### src/rtl/bp_stream_pump_out_pkg.sv
// Shared types for the BedRock mem stream pumps: header layout, message enums and the
// beat-count helper constants.
package bp_stream_pump_out_pkg;

  localparam int unsigned paddr_width_gp     = 40;
  localparam int unsigned dword_width_gp     = 64;
  localparam int unsigned cce_block_width_gp = 512;
  localparam int unsigned lce_id_width_gp    = 8;

  typedef enum logic [3:0] {
    e_rd_msg    = 4'd0,
    e_wr_msg    = 4'd1,
    e_uc_rd_msg = 4'd2,
    e_uc_wr_msg = 4'd3,
    e_pre_msg   = 4'd4,
    e_amo_msg   = 4'd5
  } bp_bedrock_mem_type_e;

  typedef enum logic [2:0] {
    e_size_1   = 3'd0,
    e_size_2   = 3'd1,
    e_size_4   = 3'd2,
    e_size_8   = 3'd3,
    e_size_16  = 3'd4,
    e_size_32  = 3'd5,
    e_size_64  = 3'd6,
    e_size_128 = 3'd7
  } bp_bedrock_msg_size_e;

  typedef struct packed {
    bp_bedrock_mem_type_e        msg_type;
    bp_bedrock_msg_size_e        size;
    logic [lce_id_width_gp-1:0]  lce_id;
    logic [paddr_width_gp-1:0]   addr;
  } bp_bedrock_mem_header_s;

  localparam int unsigned mem_header_width_gp = $bits(bp_bedrock_mem_header_s);

  // Bit n set means msg_type n carries a multi-beat payload.
  localparam logic [15:0] default_payload_mask_gp =
    (16'(1) << e_wr_msg) | (16'(1) << e_uc_wr_msg);

  typedef enum logic [0:0] {StIdle, StStream} pump_state_e;

  function automatic int unsigned safe_clog2(input int unsigned x);
    return (x <= 1) ? 1 : $clog2(x);
  endfunction

endpackage

### src/rtl/bp_stream_pump_out_if.sv
// FSM-side and bus-side signals of the output pump. The master modport is the pump's view,
// the slave modport is the view of the FSM/bus environment around it.
interface bp_stream_pump_out_if
  import bp_stream_pump_out_pkg::*;
#(
  parameter int unsigned stream_data_width_p = dword_width_gp
);

  bp_bedrock_mem_header_s          fsm_base_header;
  logic [stream_data_width_p-1:0]  fsm_data;
  logic                            fsm_v;
  logic                            fsm_ready_and;
  logic [paddr_width_gp-1:0]       fsm_addr;
  logic                            fsm_new;
  logic                            fsm_done;

  bp_bedrock_mem_header_s          mem_header;
  logic [stream_data_width_p-1:0]  mem_data;
  logic                            mem_v;
  logic                            mem_last;
  logic                            mem_ready_and;

  modport master (
    input  fsm_base_header, fsm_data, fsm_v, mem_ready_and,
    output fsm_ready_and, fsm_addr, fsm_new, fsm_done,
    output mem_header, mem_data, mem_v, mem_last
  );

  modport slave (
    output fsm_base_header, fsm_data, fsm_v, mem_ready_and,
    input  fsm_ready_and, fsm_addr, fsm_new, fsm_done,
    input  mem_header, mem_data, mem_v, mem_last
  );

endinterface

### src/rtl/bp_stream_pump_out_counter.sv
// IDLE/STREAM tracker, beat counter and critical-word-first wrap-address mux for a stream pump.
module bp_stream_pump_out_counter
  import bp_stream_pump_out_pkg::*;
#(
  parameter int unsigned stream_data_width_p = dword_width_gp,
  parameter int unsigned block_width_p       = cce_block_width_gp,
  parameter logic [15:0] payload_mask_p      = default_payload_mask_gp
) (
  input  logic                       clk_i,
  input  logic                       reset_i,
  input  bp_bedrock_mem_header_s     header_i,
  input  logic                       fire_i,
  output logic                       stream_o,
  output logic [paddr_width_gp-1:0]  addr_o,
  output logic                       first_o,
  output logic                       last_o
);

  localparam int unsigned stream_words_lp        = block_width_p / stream_data_width_p;
  localparam int unsigned data_len_width_lp      = safe_clog2(stream_words_lp);
  localparam int unsigned stream_offset_width_lp = safe_clog2(stream_data_width_p >> 3);

  if (stream_words_lp == 1) begin : g_single
    logic unused;
    assign unused   = ^{clk_i, reset_i, fire_i, header_i};
    assign stream_o = 1'b0;
    assign addr_o   = header_i.addr;
    assign first_o  = 1'b1;
    assign last_o   = 1'b1;
  end else begin : g_multi
    typedef logic [data_len_width_lp-1:0] cnt_t;

    pump_state_e state_q, state_d;
    cnt_t        cnt_q, cnt_d;
    logic [31:0] beats_wide;
    cnt_t        num_beats, first_cnt, last_cnt, mask, cur_cnt;
    logic        is_stream;
    logic        unused;

    assign unused = ^header_i.lce_id;

    // is_stream uses the untruncated count; a block-size message truncates to 0, which makes
    // mask all ones and last_cnt = first_cnt - 1, i.e. the full counter range.
    always_comb begin
      beats_wide = (32'd1 << header_i.size) >> stream_offset_width_lp;
      if (beats_wide == 32'd0) beats_wide = 32'd1;
      num_beats = beats_wide[data_len_width_lp-1:0];
      is_stream = payload_mask_p[header_i.msg_type] & (beats_wide > 32'd1);
      first_cnt = header_i.addr[stream_offset_width_lp +: data_len_width_lp];
      mask      = num_beats - cnt_t'(1);
      last_cnt  = first_cnt + mask;
      cur_cnt   = (state_q == StStream) ? cnt_q : first_cnt;

      addr_o = header_i.addr;
      addr_o[stream_offset_width_lp +: data_len_width_lp] = (first_cnt & ~mask) | (cur_cnt & mask);
    end

    always_comb begin
      state_d = state_q;
      cnt_d   = cnt_q;
      first_o = 1'b0;
      last_o  = 1'b0;
      case (state_q)
        StStream: begin
          last_o = (cnt_q == last_cnt);
          if (fire_i) begin
            cnt_d = cnt_q + cnt_t'(1);
            if (last_o) state_d = StIdle;
          end
        end
        default: begin
          first_o = 1'b1;
          last_o  = ~is_stream;
          if (fire_i && is_stream) begin
            state_d = StStream;
            cnt_d   = first_cnt + cnt_t'(1);
          end
        end
      endcase
    end

    always_ff @(posedge clk_i) begin
      if (reset_i) begin
        state_q <= StIdle;
        cnt_q   <= '0;
      end else begin
        state_q <= state_d;
        cnt_q   <= cnt_d;
      end
    end

    assign stream_o = (state_q == StStream);
  end

endmodule

### src/rtl/bp_stream_pump_out.sv
// BedRock mem stream output pump: serializes header + per-beat FSM data into a stream with a
// last flag, buffered by a two-entry FIFO (1-cycle latency, full throughput).
module bp_stream_pump_out
  import bp_stream_pump_out_pkg::*;
#(
  parameter int unsigned stream_data_width_p = dword_width_gp,
  parameter int unsigned block_width_p       = cce_block_width_gp,
  parameter logic [15:0] payload_mask_p      = default_payload_mask_gp
) (
  input logic                 clk_i,
  input logic                 reset_i,
  bp_stream_pump_out_if.master pump_io
);

  typedef struct packed {
    logic                            last;
    bp_bedrock_mem_header_s          header;
    logic [stream_data_width_p-1:0]  data;
  } entry_t;

  entry_t                 slot_q [2];
  entry_t                 head;
  logic                   wptr_q, rptr_q;
  logic [1:0]             count_q, count_d;
  logic                   fire, deq;
  logic                   streaming, beat_first, beat_last;
  bp_bedrock_mem_header_s header_q, header_eff;

  assign pump_io.fsm_ready_and = (count_q != 2'd2) & ~reset_i;
  assign fire = pump_io.fsm_v & pump_io.fsm_ready_and;
  assign deq  = pump_io.mem_v & pump_io.mem_ready_and;

  // Mid-message the live header input is don't-care; the latched copy carries the message.
  assign header_eff = streaming ? header_q : pump_io.fsm_base_header;

  bp_stream_pump_out_counter #(
    .stream_data_width_p(stream_data_width_p),
    .block_width_p      (block_width_p),
    .payload_mask_p     (payload_mask_p)
  ) u_counter (
    .clk_i   (clk_i),
    .reset_i (reset_i),
    .header_i(header_eff),
    .fire_i  (fire),
    .stream_o(streaming),
    .addr_o  (pump_io.fsm_addr),
    .first_o (beat_first),
    .last_o  (beat_last)
  );

  assign pump_io.fsm_new  = pump_io.fsm_v & beat_first;
  assign pump_io.fsm_done = fire & beat_last;

  always_comb begin
    count_d = count_q + 2'(fire) - 2'(deq);
  end

  always_ff @(posedge clk_i) begin
    if (reset_i) begin
      count_q <= 2'd0;
      wptr_q  <= 1'b0;
      rptr_q  <= 1'b0;
    end else begin
      count_q <= count_d;
      wptr_q  <= wptr_q ^ fire;
      rptr_q  <= rptr_q ^ deq;
    end
  end

  // Storage needs no reset: fire is blocked during reset and mem_v gates the outputs.
  always_ff @(posedge clk_i) begin
    if (fire) slot_q[wptr_q] <= '{last: beat_last, header: header_eff, data: pump_io.fsm_data};
    if (fire && !streaming) header_q <= pump_io.fsm_base_header;
  end

  assign head               = slot_q[rptr_q];
  assign pump_io.mem_v      = (count_q != 2'd0);
  assign pump_io.mem_header = head.header;
  assign pump_io.mem_data   = head.data;
  assign pump_io.mem_last   = pump_io.mem_v & head.last;

endmodule

### src/flat_wrapper.sv
// flat-port wrapper written by rule: the top's interface ports become plain ports
module bp_stream_pump_out_flat import bp_stream_pump_out_pkg::*;
#(
  parameter int unsigned stream_data_width_p = dword_width_gp,
  parameter int unsigned block_width_p       = cce_block_width_gp,
  parameter logic [15:0] payload_mask_p      = default_payload_mask_gp
)
  (clk_i, reset_i, pump_io_fsm_base_header, pump_io_fsm_data, pump_io_fsm_v, pump_io_mem_ready_and, pump_io_fsm_ready_and, pump_io_fsm_addr, pump_io_fsm_new, pump_io_fsm_done, pump_io_mem_header, pump_io_mem_data, pump_io_mem_v, pump_io_mem_last);
  bp_stream_pump_out_if #(.stream_data_width_p(stream_data_width_p)) pump_io_i ();
  input logic clk_i;
  input logic reset_i;
  input wire logic [$bits(pump_io_i.fsm_base_header)-1:0] pump_io_fsm_base_header;
  input wire logic [$bits(pump_io_i.fsm_data)-1:0] pump_io_fsm_data;
  input wire logic [$bits(pump_io_i.fsm_v)-1:0] pump_io_fsm_v;
  input wire logic [$bits(pump_io_i.mem_ready_and)-1:0] pump_io_mem_ready_and;
  output wire logic [$bits(pump_io_i.fsm_ready_and)-1:0] pump_io_fsm_ready_and;
  output wire logic [$bits(pump_io_i.fsm_addr)-1:0] pump_io_fsm_addr;
  output wire logic [$bits(pump_io_i.fsm_new)-1:0] pump_io_fsm_new;
  output wire logic [$bits(pump_io_i.fsm_done)-1:0] pump_io_fsm_done;
  output wire logic [$bits(pump_io_i.mem_header)-1:0] pump_io_mem_header;
  output wire logic [$bits(pump_io_i.mem_data)-1:0] pump_io_mem_data;
  output wire logic [$bits(pump_io_i.mem_v)-1:0] pump_io_mem_v;
  output wire logic [$bits(pump_io_i.mem_last)-1:0] pump_io_mem_last;
  assign pump_io_i.fsm_base_header = pump_io_fsm_base_header;
  assign pump_io_i.fsm_data = pump_io_fsm_data;
  assign pump_io_i.fsm_v = pump_io_fsm_v;
  assign pump_io_i.mem_ready_and = pump_io_mem_ready_and;
  assign pump_io_fsm_ready_and = pump_io_i.fsm_ready_and;
  assign pump_io_fsm_addr = pump_io_i.fsm_addr;
  assign pump_io_fsm_new = pump_io_i.fsm_new;
  assign pump_io_fsm_done = pump_io_i.fsm_done;
  assign pump_io_mem_header = pump_io_i.mem_header;
  assign pump_io_mem_data = pump_io_i.mem_data;
  assign pump_io_mem_v = pump_io_i.mem_v;
  assign pump_io_mem_last = pump_io_i.mem_last;
  bp_stream_pump_out #(.stream_data_width_p(stream_data_width_p), .block_width_p(block_width_p), .payload_mask_p(payload_mask_p)) u_core (.clk_i(clk_i), .reset_i(reset_i), .pump_io(pump_io_i));
endmodule
### config.mk
export PLATFORM = sky130hd
export DESIGN_NAME = bp_stream_pump_out_flat
export DESIGN_NICKNAME = d
export VERILOG_FILES = /design/src/rtl/bp_stream_pump_out_pkg.sv /design/src/rtl/bp_stream_pump_out_if.sv /design/src/rtl/bp_stream_pump_out_counter.sv /design/src/rtl/bp_stream_pump_out.sv /design/src/flat_wrapper.sv
export SDC_FILE = /design/constraint.sdc
export NUM_CORES = 1
export LEC_CHECK = 0
export CORE_UTILIZATION = 33
export CTS_BUF_LIST = sky130_fd_sc_hd__clkbuf_8
export DETAILED_ROUTE_END_ITERATION = 16
export GPL_ROUTABILITY_DRIVEN = 0
export PLACE_DENSITY_LB_ADDON = 0.2
export SETUP_SLACK_MARGIN = 0.3
export SLEW_MARGIN = 0
export SYNTH_ARGS = -nofsm -noshare
export SYNTH_HDL_FRONTEND = slang
export SYNTH_SLANG_ARGS = --single-unit
export TNS_END_PERCENT = 1
### constraint.sdc
create_clock -name clk_i -period 4.5 [get_ports clk_i]
set_input_delay 0.45 -clock clk_i [delete_from_list [all_inputs] [get_ports clk_i]]
set_output_delay 0.45 -clock clk_i [all_outputs]
set_load 0.1 [all_outputs]
### Word level (Yosys, flattened, before mapping)

Memories as Yosys holds them, arrays and structs flattened. A register that Yosys moved wholly into a read port is not among the register bits.
Index checks and enable logic that the tools add are counted.

| cells by class | value |
|---|---|
| mux-type cells | 16 |
| reductions and logical operators | 7 |
| add/subtract/negate cells | 6 |
| equal/unequal tests | 3 |
| bitwise gates (word level) | 15 |
| shift operators | 1 |
| order comparisons | 2 |

Operator list:

| cell | count |
|---|---|
| $mux W55 | 1 |
| $logic_not A32 Y1 | 1 |
| $shl A1 B3 Y32 const A | 1 |
| $gt A29 B1 Y1 const B | 1 |
| $mux W29 | 1 |
| $mux W3 | 4 |
| $mux W1 | 10 |
| $and A1 B1 Y1 | 7 |
| $add A3 B1 Y3 const B | 2 |
| $and A3 B3 Y3 | 2 |
| $lt A4 B5 Y1 const B | 1 |
| $reduce_bool A2 Y1 | 2 |
| $add A3 B3 Y3 | 1 |
| $eq A3 B3 Y1 | 1 |
| $not A3 Y3 | 1 |
| $or A3 B3 Y3 | 1 |
| $sub A3 B1 Y3 const B | 1 |
| $add A2 B1 Y2 | 1 |
| $logic_and A1 B1 Y1 | 2 |
| $ne A2 B1 Y1 const B | 1 |
| $ne A2 B2 Y1 const B | 1 |
| $not A1 Y1 | 2 |
| $reduce_and A2 Y1 | 1 |
| $sub A2 B1 Y2 | 1 |
| 2 further kinds | 3 |

| storage, ports and cells | value |
|---|---|
| input port bits | 123 |
| bits in writable memories | 240 |
| bits in registers | 63 |
| memories | 2 |
| output and inout port bits | 164 |
| ROM bits | 16 |
| word-level logic and storage cells | 61 |

Memories:

| memory | words | bits a word | rd ports | clocked after memory_dff | write ports | RTL line | RTL |
|---|---|---|---|---|---|---|---|
| u_core.slot_q | 2 | 120 | 1 | 1 | 1 | bp_stream_pump_out.sv:21 | `entry_t slot_q [2];` |
| (name not given) | 16 | 1 | 1 | 0 | 0 | bp_stream_pump_out_counter.sv:48 | `is_stream = payload_mask_p[header_i.msg_type] & (beats_wide > 32'd1);` |

### Depth between registers and ports, before layout

Gate-level depths: netlist of the first run.

| logic depth | value |
|---|---|
| depth in word-level cells | 10 |
| mapped depth | 13 |
| mapped depth without buffers | 11 |

### By module

A second synthesis of the first run with hierarchy kept.

| second synthesis, totals | value |
|---|---|
| cells, all modules | 608 |
| area total of the unflattened synthesis | 12321.8 µm² |

Modules (own cells, without submodules):

| module | area an instance (µm²) | seq. area each (µm²) | instances | cells each |
|---|---|---|---|---|
| bp_stream_pump_out | 11577.4 | 8938.6 | 1 | 519 |
| bp_stream_pump_out_counter | 744.5 | 80.1 | 1 | 89 |

### Worst setup path after synthesis of the first run

Ideal clock, no wire load.

| timing path | value |
|---|---|
| path kind | input to register |
| from | input reset_i |
| to | memory u_core.slot_q[1][0] in the netlist's numbering, enable pin |
| path buffers | 1 |
| cell stages on the path | 3 |
| data arrival time | 3.828 ns |
| setup time | 0.494 ns |
| data required time | 4.006 ns |
| path slack | 0.178 ns |
| cells stage by stage | buf_2 nor3b_2 ha_1 |

| between the ends | value |
|---|---|
| longest elaborated chain between the ends | 5 |

Ends and longest elaborated chain:

| what | RTL line | RTL |
|---|---|---|
| from (decl) | flat_wrapper.sv:11 | `input logic reset_i;` |
| $not A1 Y1 | bp_stream_pump_out.sv:29 | `assign pump_io.fsm_ready_and = (count_q != 2'd2) & ~reset_i;` |
| $and A1 B1 Y1 | bp_stream_pump_out.sv:29 |  |
| $and A1 B1 Y1 | bp_stream_pump_out.sv:30 | `assign fire = pump_io.fsm_v & pump_io.fsm_ready_and;` |
| $mux W1 | bp_stream_pump_out.sv:72 | `if (fire) slot_q[wptr_q] <= '{last: beat_last, header: header_eff, data: pump_io.fsm_data};` |
| $mux W1 (not written as such) | bp_stream_pump_out.sv:72 |  |
| to (decl) | bp_stream_pump_out.sv:21 |  |

No other way between the ends.

==> key figures, run 1 <==
Global route
  • Vias in the first global route: 6683
  • Largest net degree at the start of global routing: 117
  • Grt ovf: 0
  • GRT Total Usage: 13.9%
  • First-pass GRT wire length: 38600 um
  • Initial antenna violation count: 0

Worst setup path
  • R2R cell count: 11
  • Startpoint Class: flop
  • Max FO, Critical Path: 10
  • Reg-to-reg startpoint: u_core.u_counter.stream_o$_SDFF_PP0_
  • WP data required: 4.05 ns
  • R2R Setup Slk: 1.80 ns
  • Nature of the critical path endpoint: primary output
  • Critical Path AT: 3.49 ns
  • R2R Path End: u_core.u_counter.stream_o$_SDFF_PP0_
  • Worst Path Class, Setup: reg -> out

Power
  • Maximum vdd ir drop: 0.000343 V
  • Pwr/cell area: 578 nW/um2
  • Leak Pwr: 5.43 nW

Yosys
  • Yosys cell types: 35
  • Yosys reg bits: 303
  • Synth Instances: 614
  • Synth area leader: edfxtp_1
  • Mapped Nets: 745
  • Yosys warns: 0
  • Main area contributors after synthesis: edfxtp_1 (74%), mux2_2 (16%), buf_4 (2.3%)
  • Sequential area share after synthesis: 75.6%
  • Post-synth top area share: 74.3%
  • Synthesized area per cell: 19.4 um2
  • Netlist Area Pre-Place: 11900 um2

Floorplan
  • Chip Width: 192 um
  • Core area: 35600 um2
  • Starting density of the core: 33.5%
  • Row cnt: 69
  • Io pins: 287
  • Die height: 192 um
  • Die Footprint: 36900 um2

Timing
  • Rel. slew slack: 28.2%
  • Post-layout min period: 3.94 ns
  • Setup violators final: 0
  • Fmax: 254 MHz
  • Final Cycle Share: 87.5%
  • Unrepaired setup endpoints after global routing: false
  • Total negative slack: 0 ns
  • Hold Vio Cnt, Final: 0
  • Final slew viol count: 0
  • Worst Tran Pin Value: 1.07 ns
  • Final Skew: 0.0124 ns

Route
  • Drt pass-1 iters: 4
  • Routed len/inst: 18.5 um
  • DR DRC count: 0
  • Final WL: 26100 um
  • Initial DRC Count: 210
  • Antenna viol nets, final: 0
  • Total number of vias: 6362
  • Drt via density: 4.51

Finish
  • N_diodes: 0
  • Final net count: 1039
  • Syn-to-layout area delta: 35.1%
  • Layout cells sized above 1: 27.8%
  • Util after Layout: 45.3%
  • Most frequent cells in the layout: edfxtp_1 (295), clkdlybuf4s50_1 (282), mux2_2 (170), clkbuf_8 (53), inv_1 (26)
  • Most common cell after layout, fill and taps aside: edfxtp_1

Clocking
  • Root Buffer: clkbuf_8
  • Clk_lat worst skew: 0.59 ns
  • Post-CTS setup buffer count: 2
  • H-tree depth: 2
  • CTS-repair resized insts: 0
  • Num CTS Buffers: 51
  • TritonCTS clock tree: built
  • Clock-pin slew on the worst setup and hold paths: 0.06 ns
  • Clock buffer depth: 3
  • CTS Sinks: 303
  • Hold Buf Count CTS: 0

Placement
  • Buffers on Ports: 286
  • Final HPWL DP: 16200 um

Min path
  • Worst min path class: in -> reg
  • WHS Path Cells: 1
  • Worst Hold Path EP: u_core.slot_q[0][31]$_DFFE_PP_
  • Min-Delay Startpoint: pump_io_fsm_data[31]

Outcome
  • Status: complete, no violations

Flow run
  • Max Cap Viol: 0
[metrics by stage]
step	total power [mW]	setup WS (ns)	instances	instance area, um2	hold slack, ns
floorplan	6.32	0.178	614	11900	0.499
global placement	7.16	0.764	1311	15100	0.523
detailed placement	7.17	0.737	1311	15100	0.525
CTS	9.46	0.371	1407	16100	0.364
global route	9.67	0.316	1410	16100	0.377
finish	9.31	0.563	1410	16100	0.442
[worst max-delay path, stage by stage (launching register included)]
cell     delay [ns]
dfxtp_4        0.42
and2b_1        0.23
a21o_1         0.19
a21o_1         0.16
ha_1           0.30
inv_1          0.06
fa_1           0.40
xor2_1         0.16
xnor2_1        0.16
xnor3_1        0.27
o22ai_2        0.14
and2_1         0.21
buf_12         0.19
[registers in the layout, indices dropped and copies added, names as in the netlist]
register and count:
u_core.header_q 55, u_core.rptr_q 1, u_core.u_counter.stream_o 1, u_core.u_counter.g_multi.cnt_q 3
u_core.wptr_q 1, u_core.slot_q 240, u_core.count_q 2
[kinds of logic (layout without fill, tap and decap cells)]
group,Yosys count,after routing,share of synthesized area (%)
flip-flops,303,303,75.6
XOR/XNOR,9,9,0.777
multiplexers,175,175,16.5
buffers and inverters,67,402,3.48
adder cells (fa/ha/maj),8,8,0.902
AND/OR/NAND/NOR,38,38,1.78
AO/OA/AOI/OAI,14,14,0.944
[synth_stat cells]
library cell and number:
edfxtp_1 295, mux2_2 170, buf_4 37, buf_2 14, nor2_1 12, dfxtp_1 8, inv_1 8, ha_1 7
nand2_1 7, xnor2_1 6, mux2i_1 5, nor2b_1 5, clkbuf_1 4, a21o_1 3, a21oi_1 3, and2_1 3
buf_1 3, nand3b_1 3, nand2b_1 2, nand3_1 2, o21ai_0 2, xor2_1 2, a211oi_1 1, a21bo_2 1
a31oi_1 1, a31oi_4 1, and2b_1 1, and4b_4 1, and4bb_2 1, buf_6 1, fa_1 1, nor3b_2 1
o211ai_1 1, o22ai_2 1, xnor3_1 1
[routing by layer]
| layer | vias up | GRT usage [%] | share of wire (%) |
|---|---|---|---|
| met5 | - | 0 | 0 |
| met4 | 0 | 4.66 | 2.0 |
| met3 | 40 | 6.32 | 9.7 |
| met2 | 236 | 21.0 | 44 |
| met1 | 3154 | 17.5 | 44 |
| li1 | 2932 | - | - |
[final cells by class]
class / count / area (um2)
fillers: 3227 / 19500
flip-flops and latches: 303 / 9030
repair buffers: 300 / 3040
multi-input cells: 244 / 2520
clock buffers: 53 / 729
well taps: 461 / 577
clock inverters: 41 / 194
inverters: 8 / 30.0
[report_power, final]
group          leakage [nW]  internal, mW  total [mW]  switching [mW]
Sequential             2.78          3.33        3.37          0.0496
Clock                 0.551          1.15        2.22            1.07
Combinational          2.10         0.950        3.71            2.76
[worst max-delay path by stage]
stage | end | depth (start not counted) | from
final | pump_io_fsm_done | 12 | u_core.u_counter.stream_o$_SDFF_PP0_
after global routing | pump_io_fsm_done | 12 | u_core.u_counter.stream_o$_SDFF_PP0_
after CTS | pump_io_fsm_done | 12 | u_core.u_counter.stream_o$_SDFF_PP0_
after detailed placement | pump_io_fsm_done | 13 | pump_io_fsm_base_header[48]
after global placement | pump_io_fsm_done | 13 | pump_io_fsm_base_header[48]
after floorplan | u_core.slot_q[1][0]$_DFFE_PP_ | 3 | reset_i
No activity file was read; power rests on OpenSTA's default activity.
==> run 2: changes to the inputs <==
TNS_END_PERCENT = default   (was 1)
==> results of run 2 <==
Same layout as run 1: the final DEF is identical, and so are final timing and power.
